`src/rtl/ula_multiciclo.sv`:
```
// ---------------------------------------------------------------------------
// ula_multiciclo
//
// Multi-cycle ALU execution stage. It sits directly after the register bank
// and drives that bank's write-back port.
//   - Logic and add-class ops (ADD, SUB, AND, OR, XOR, SLT) finish in 1 cycle.
//   - MUL (shift-add) and DIV (restoring) are iterative and take WIDTH steps.
//   - Handshake: start is sampled in IDLE only. busy is high in ITER and DONE.
//     done and write_en are single-cycle pulses in DONE.
//
// Parameters
//   WIDTH     operand/result width; also the MUL/DIV step count
//   REG_ADDR  destination register index width
//
// Ports
//   clk       system clock; all state changes happen on posedge
//   clr       synchronous active-high reset
//   start     launch an operation (sampled in IDLE only)
//   op        000 ADD, 001 SUB, 010 AND, 011 OR, 100 XOR,
//             101 SLT (unsigned), 110 MUL, 111 DIV (unsigned)
//   a, b      operands (register bank saida1 / saida2)
//   rd        destination register index
//   result    write-back data (holds until the next completion)
//   reg_dest  write-back register index (holds until the next completion)
//   write_en  one-cycle write strobe; suppressed on divide-by-zero
//   busy      high whenever the FSM is not in IDLE
//   done      one-cycle completion pulse
//   zero      result == 0; valid with done
//   div_zero  DIV with b == 0; valid with done
//   resto     DIV remainder (only when ULA_RESTO_EN is defined)
//
// Build option
//   ULA_RESTO_EN  adds the resto output and its holding register
// ---------------------------------------------------------------------------
module ula_multiciclo #(
    parameter int WIDTH    = 8,
    parameter int REG_ADDR = 4
) (
    input  logic                clk,
    input  logic                clr,
    input  logic                start,
    input  logic [2:0]          op,
    input  logic [WIDTH-1:0]    a,
    input  logic [WIDTH-1:0]    b,
    input  logic [REG_ADDR-1:0] rd,
    output logic [WIDTH-1:0]    result,
    output logic [REG_ADDR-1:0] reg_dest,
    output logic                write_en,
    output logic                busy,
    output logic                done,
    output logic                zero,
`ifdef ULA_RESTO_EN
    output logic                div_zero,
    output logic [WIDTH-1:0]    resto
`else
    output logic                div_zero
`endif
);

    typedef enum logic [1:0] {
        S_IDLE,
        S_ITER,
        S_DONE
    } state_t;

    localparam int              CNT_W    = (WIDTH > 1) ? $clog2(WIDTH) : 1;
    localparam logic [CNT_W-1:0] CNT_LAST = CNT_W'(WIDTH - 1);

    state_t state, state_nx;

    logic [CNT_W-1:0]    cnt;
    // MUL: opa = multiplicand (shifts left), opb = multiplier (shifts right),
    //      acc = partial product.
    // DIV: opa = dividend shifting out / quotient shifting in, opb = divisor,
    //      acc = partial remainder.
    logic [WIDTH-1:0]    opa, opb, acc;
    logic                is_div;
    logic [REG_ADDR-1:0] rd_q;

    logic                is_iter_op;
    logic [WIDTH-1:0]    quick_res;
    logic [WIDTH:0]      rem_sh;
    logic [WIDTH-1:0]    step_acc, step_a, step_b;
    logic [WIDTH-1:0]    iter_res;

    assign is_iter_op = (op[2:1] == 2'b11);

    // ------------------------------------------------------------------
    // Next-state logic
    // ------------------------------------------------------------------
    always_comb begin
        // NOTE: every signal written here gets a default first, so no path
        // leaves it unassigned and no latch is inferred.
        state_nx = state;
        case (state)
            S_IDLE: if (start) state_nx = is_iter_op ? S_ITER : S_DONE;
            S_ITER: if (cnt == CNT_LAST) state_nx = S_DONE;
            S_DONE: state_nx = S_IDLE;
            default: state_nx = S_IDLE;
        endcase
    end

    assign busy     = (state != S_IDLE);
    assign done     = (state == S_DONE);
    // A divide-by-zero completes (done) but must not touch the register bank.
    assign write_en = done && !div_zero;

    // ------------------------------------------------------------------
    // Single-cycle operations
    // ------------------------------------------------------------------
    always_comb begin
        quick_res = '0;
        case (op)
            3'b000: quick_res = a + b;
            3'b001: quick_res = a - b;
            3'b010: quick_res = a & b;
            3'b011: quick_res = a | b;
            3'b100: quick_res = a ^ b;
            3'b101: quick_res = {{(WIDTH-1){1'b0}}, (a < b)};
            default: quick_res = '0;
        endcase
    end

    // ------------------------------------------------------------------
    // One MUL / DIV iteration step
    // ------------------------------------------------------------------
    // The partial remainder is always below the divisor, so shifting in one
    // dividend bit needs only one extra bit of headroom for the compare.
    assign rem_sh = {acc, opa[WIDTH-1]};

    always_comb begin
        step_acc = acc;
        step_a   = opa;
        step_b   = opb;
        if (is_div) begin
            if (rem_sh >= {1'b0, opb}) begin
                step_acc = WIDTH'(rem_sh - {1'b0, opb});
                step_a   = {opa[WIDTH-2:0], 1'b1};
            end else begin
                step_acc = rem_sh[WIDTH-1:0];
                step_a   = {opa[WIDTH-2:0], 1'b0};
            end
        end else begin
            step_acc = acc + (opb[0] ? opa : '0);
            step_a   = opa << 1;
            step_b   = opb >> 1;
        end
    end

    // The divisor never changes during DIV, so opb == 0 flags divide-by-zero.
    assign iter_res = is_div ? ((opb == '0) ? '1 : step_a) : step_acc;

    // ------------------------------------------------------------------
    // State, datapath and write-back registers
    // ------------------------------------------------------------------
    always_ff @(posedge clk) begin
        // NOTE: sequential state uses non-blocking assignments so every
        // register samples the pre-edge values, independent of statement order.
        if (clr) begin
            state    <= S_IDLE;
            cnt      <= '0;
            opa      <= '0;
            opb      <= '0;
            acc      <= '0;
            is_div   <= 1'b0;
            rd_q     <= '0;
            result   <= '0;
            reg_dest <= '0;
            zero     <= 1'b0;
            div_zero <= 1'b0;
`ifdef ULA_RESTO_EN
            resto    <= '0;
`endif
        end else begin
            state <= state_nx;
            case (state)
                S_IDLE: begin
                    if (start) begin
                        cnt    <= '0;
                        acc    <= '0;
                        opa    <= a;
                        opb    <= b;
                        is_div <= op[0];
                        rd_q   <= rd;
                        if (!is_iter_op) begin
                            result   <= quick_res;
                            reg_dest <= rd;
                            zero     <= (quick_res == '0);
                            div_zero <= 1'b0;
                        end
                    end
                end
                S_ITER: begin
                    cnt <= cnt + CNT_W'(1);
                    acc <= step_acc;
                    opa <= step_a;
                    opb <= step_b;
                    // The last step is folded into the write-back load so the
                    // result is ready in the same cycle done rises.
                    if (cnt == CNT_LAST) begin
                        result   <= iter_res;
                        reg_dest <= rd_q;
                        zero     <= (iter_res == '0);
                        div_zero <= is_div && (opb == '0);
`ifdef ULA_RESTO_EN
                        // With a zero divisor the restoring steps shift the
                        // whole dividend into the remainder, so it equals a.
                        if (is_div) resto <= step_acc;
`endif
                    end
                end
                default: ;
            endcase
        end
    end

endmodule

```
`config.mk`:
```
export PLATFORM = sky130hd
export DESIGN_NAME = ula_multiciclo
export DESIGN_NICKNAME = d
export VERILOG_FILES = /design/src/rtl/ula_multiciclo.sv
export SDC_FILE = /design/constraint.sdc
export NUM_CORES = 1
export LEC_CHECK = 0
export ABC_AREA = 1
export BUFFER_PORTS_ARGS = -buffer_cell sky130_fd_sc_hd__clkbuf_2
export CAP_MARGIN = 0
export CORE_UTILIZATION = 56
export CTS_BUF_LIST = sky130_fd_sc_hd__clkbuf_4
export DETAILED_ROUTE_END_ITERATION = 16
export HOLD_SLACK_MARGIN = 0.15
export PLACE_DENSITY_LB_ADDON = 0.25
export RECOVER_POWER = 25
export SKIP_LAST_GASP = 1
export SLEW_MARGIN = 20
export SYNTH_ARGS = -nofsm -noshare
export SYNTH_HDL_FRONTEND = slang
export SYNTH_SLANG_ARGS = --single-unit
```
`constraint.sdc`:
```
create_clock -name clk -period 2.2 [get_ports clk]
set_clock_uncertainty 0.1 [all_clocks]
set_input_delay 0 -clock clk [delete_from_list [all_inputs] [get_ports clk]]
set_output_delay 0 -clock clk [all_outputs]
set_load 0.1 [all_outputs]
```
==> impl_results.md <==
* Placed cells at about 840
* DR iter-0 viols at 425
* Drt pass-1 iters at 5
* Syn nets at around 760
* Fin crit period at approximately 2.2 ns
* Worst setup EP type: flop
* Slew margin rel. at approximately 22%
* Clk sinks at 48
* Final nets at about 840
* Pwr/cell area at around 540 nW/um2
* Crit-path cells: nand2_2 > inv_2 > ha_4 > fa_2 > nand3_2 > nand3b_1 > nand3_2 > nand2_1 > nor2_1 > nand2_1 > nor2_1 > nand4_1 > nand3_1 > nand2_1 > inv_1
* Fraction of layout cells with a size suffix above 1 at 14.9%
* CTS tree: done
* Synth Cell Area at ~4300 um2
* Seq pwr share at 35.3%
* Clock power frac at 20.0%
* Met3 Use GR at under 10%
* Pint at 1590 uW
* Latest clock arrival within the worst-skew pair at between 0.3 and 0.4 ns
* Min-delay worst type: in -> reg
* Failing checks: setup timing
* P_sw at ~1200 uW
* Post-synth EDFFs at 0
* Die width at just under 90 um
* Total number of vias at around 5.0k
* Sw Share at a little over two fifths
* Residual DRC at 0
* Placement-stage worst setup slack at -0.0390 ns
* CTS Buf Count at 5
* Arr. time, crit path at around 2.5 ns
* Top-count cell post-synth: nand2_1
* # port buffers at between 40 and 50
* Worst reg2reg setup slack at -0.003 ns
* Initial antenna violation count at 0
* Peak supply drop at 507 uV
* Most common flop cell mapped by yosys: dfxtp_1
* M2 GR Usage at between 50% and 60%
* Core area at about 7300 um2
* First-pass GRT wire length at about 20 mm
* Final Hold Vio Count at 0
* Post-synth top area share at 22.5%
* Final Slew Violations at 0
* Placed instance area at about 4700 um2
* Synth Area per Inst at between 6 and 7 um2
* Max Freq at 0.454 GHz
* H-tree levels at 2
* Max FO, Critical Path at 5
* Post-Syn Instances at between 600 and 700
* Final cell count without fillers at between 800 and 900
* CP max stage delay at roughly 0.43 ns
* Final worst slack at -0.00266 ns
* Top cells by area, synth: dfxtp_1, nand2_1, ha_1, nand3_1, inv_1
* Fin crit share at 100%
* Post-synth top area cell: dfxtp_1
* Worst Tran Pin Value at about 1.2 ns
* Synth cell count leaders: nand2_1, inv_1, nand3_1
* Die Span Y at roughly 90 um
* Congestion Overflow GR at 0
* Seq/Total Area, Yosys at between 20% and 30%
* DRT antenna net count at 0
* CTS max path bufs at 2
* Ys async rst share at 0%
* GPL Wtd Cong at between 0.9 and 1
* Yosys reg bits at 48
* Detailed Route WL at between 10 and 15 mm
* Vias per cell at between 5 and 6
* Busiest layer in global routing: met2
* WS Path Type: reg -> reg
* Root buffer selected by CTS: clkbuf_4
* CP max stage cell: fa_2
* Worst Path Required at approximately 2.4 ns
* Leakage at around 0.0026 uW
* Number of max-cap violations at 0
* Area grow syn2layout at 21.4%
* Status: finished, violations left
* Die area at ~8000 um2
* Antenna cell count at 0
* Synth warn at 0
* GRT Overall Usage at about a third
* Met1 global-route usage at between 40% and 50%
* CP Launch Type: flop
* I/O pin cnt at 43
* Initial Util at between 50% and 60%
* Clock transition at path regs at around 0.15 ns
* DP HPWL at a little over 10 mm
* Pin count of the biggest net entering global routing at 27
* Vias in the first global route at about 4.5k
* DR WL/cell at roughly 15 um
* Core Rows at 31
* # setup viols final at 1
* Logic pwr share at between 40% and 50%
* Unique cell type count in the Yosys netlist at 39
* Worst path most repeated cell: nand2_1
* Fin area at ~5200 um2
* RSZ-0062 raised after global routing: yes
==> final cells by class <==
cell class,count,area [um2]
clock inverter,3,46.3
tap,99,124
fill,666,2110
multi-input combinational,527,2980
inverter,88,330
clock buffer,5,37.5
sequential,48,968
timing repair buffer,100,694
==> power by group through the flow <==
stage	Combinational [uW]	Clock [uW]	Sequential, uW
after detailed placement	1140	0	1000
final	1260	561	991
after floorplan	701	0	1140
after global placement	1130	0	1000
after global routing	1360	596	997
after CTS	1190	558	986
==> through the flow <==
stage,power [uW],util (%),TNS [ns],hold slack [ns]
global route,2950,71.1,-0.562,0.257
CTS,2730,69.9,0,0.169
detailed placement,2150,64.8,-0.0731,0.179
floorplan,1840,-,0,-0.0306
finish,2810,71.1,-0.00266,0.178
global placement,2130,64.8,0,0.174
==> cells by family (layout without fill, tap and decap cells) <==
group / count (synthesis) / in the layout / share of synthesized area [%]
adders and majority gates: 48 / 48 / 14.8
DFF: 48 / 48 / 22.5
and+or+nand+nor: 341 / 342 / 33.9
buffers and inverters: 111 / 196 / 10.5
AOI/OAI and AO/OA: 133 / 133 / 17.4
xor gates and xnor gates: 4 / 4 / 0.821
==> cells in the final DEF, fill, tap and decap left out, types with 2 or more instances in the layout <==
cell type      synthesis  final
nand2_1              199    196
inv_1                 83     80
nand3_1               63     60
nor2_1                49     46
dfxtp_1               48     44
a21oi_1               43     43
o21ai_0               43     41
ha_1                  44     33
buf_4                  1     32
clkbuf_2               0     28
dlygate4sd3_1          0     25
a31oi_1               24     24
nand4_1               14     14
clkbuf_1               7     14
inv_2                  5      8
nand2_2                2      6
ha_2                   0      6
nor2_2                 2      5
o21ai_1                3      5
ha_4                   0      5
clkbuf_4               0      5
o22ai_1                4      4
o21bai_1               4      4
nand3_2                1      4
o21a_1                 4      4
o211ai_1               3      3
xor2_1                 3      3
dfxtp_2                0      3
or2_1                  2      2
a21o_1                 2      2
or2_2                  2      2
nand3b_1               2      2
fa_2                   0      2
fa_1                   4      2
==> routing by layer <==
metal / wire length (um) / up-vias
met5: 0 / -
met4: 357 / 0
met3: 1010 / 38
met2: 6350 / 231
met1: 5720 / 2304
li1: - / 2424
==> critical path: cells and delay by family, from the launching register on <==
| family | cells | cell delay [ns] |
|---|---|---|
| DFF | 1 | 0.39 |
| buffers and inverters | 2 | 0.09 |
| adders and majority gates | 2 | 0.59 |
| and+or+nand+nor | 11 | 0.99 |
==> flip-flops by register name, summed over array words and instances, names as in the netlist <==
register / count
result: 8
cnt: 3
opb: 8
reg_dest: 4
opa: 8
acc: 8
is_div: 1
rd_q: 4
div_zero: 1
state: 2
zero: 1
==> final timing paths <==
path | start | end | cells after the start
worst max-delay path | opb[0] | zero | 15
worst min-delay path | b[0] | result[0] | 7
worst max register to register | opb[0] | zero | 15
worst min register to register | cnt[1] | cnt[1] | 2
==> what timing repair did <==
item / CTS / global route
buffers inserted: 0 / 1
gates cloned: 0 / 1
setup endpoints to repair: 2 / 11
pin swaps: 0 / 14
resized for setup: 5 / 30
endpoints found under the hold margin: 44 / 0
hold buffers: 25 / 0
Power figures use the tool's default switching activity.
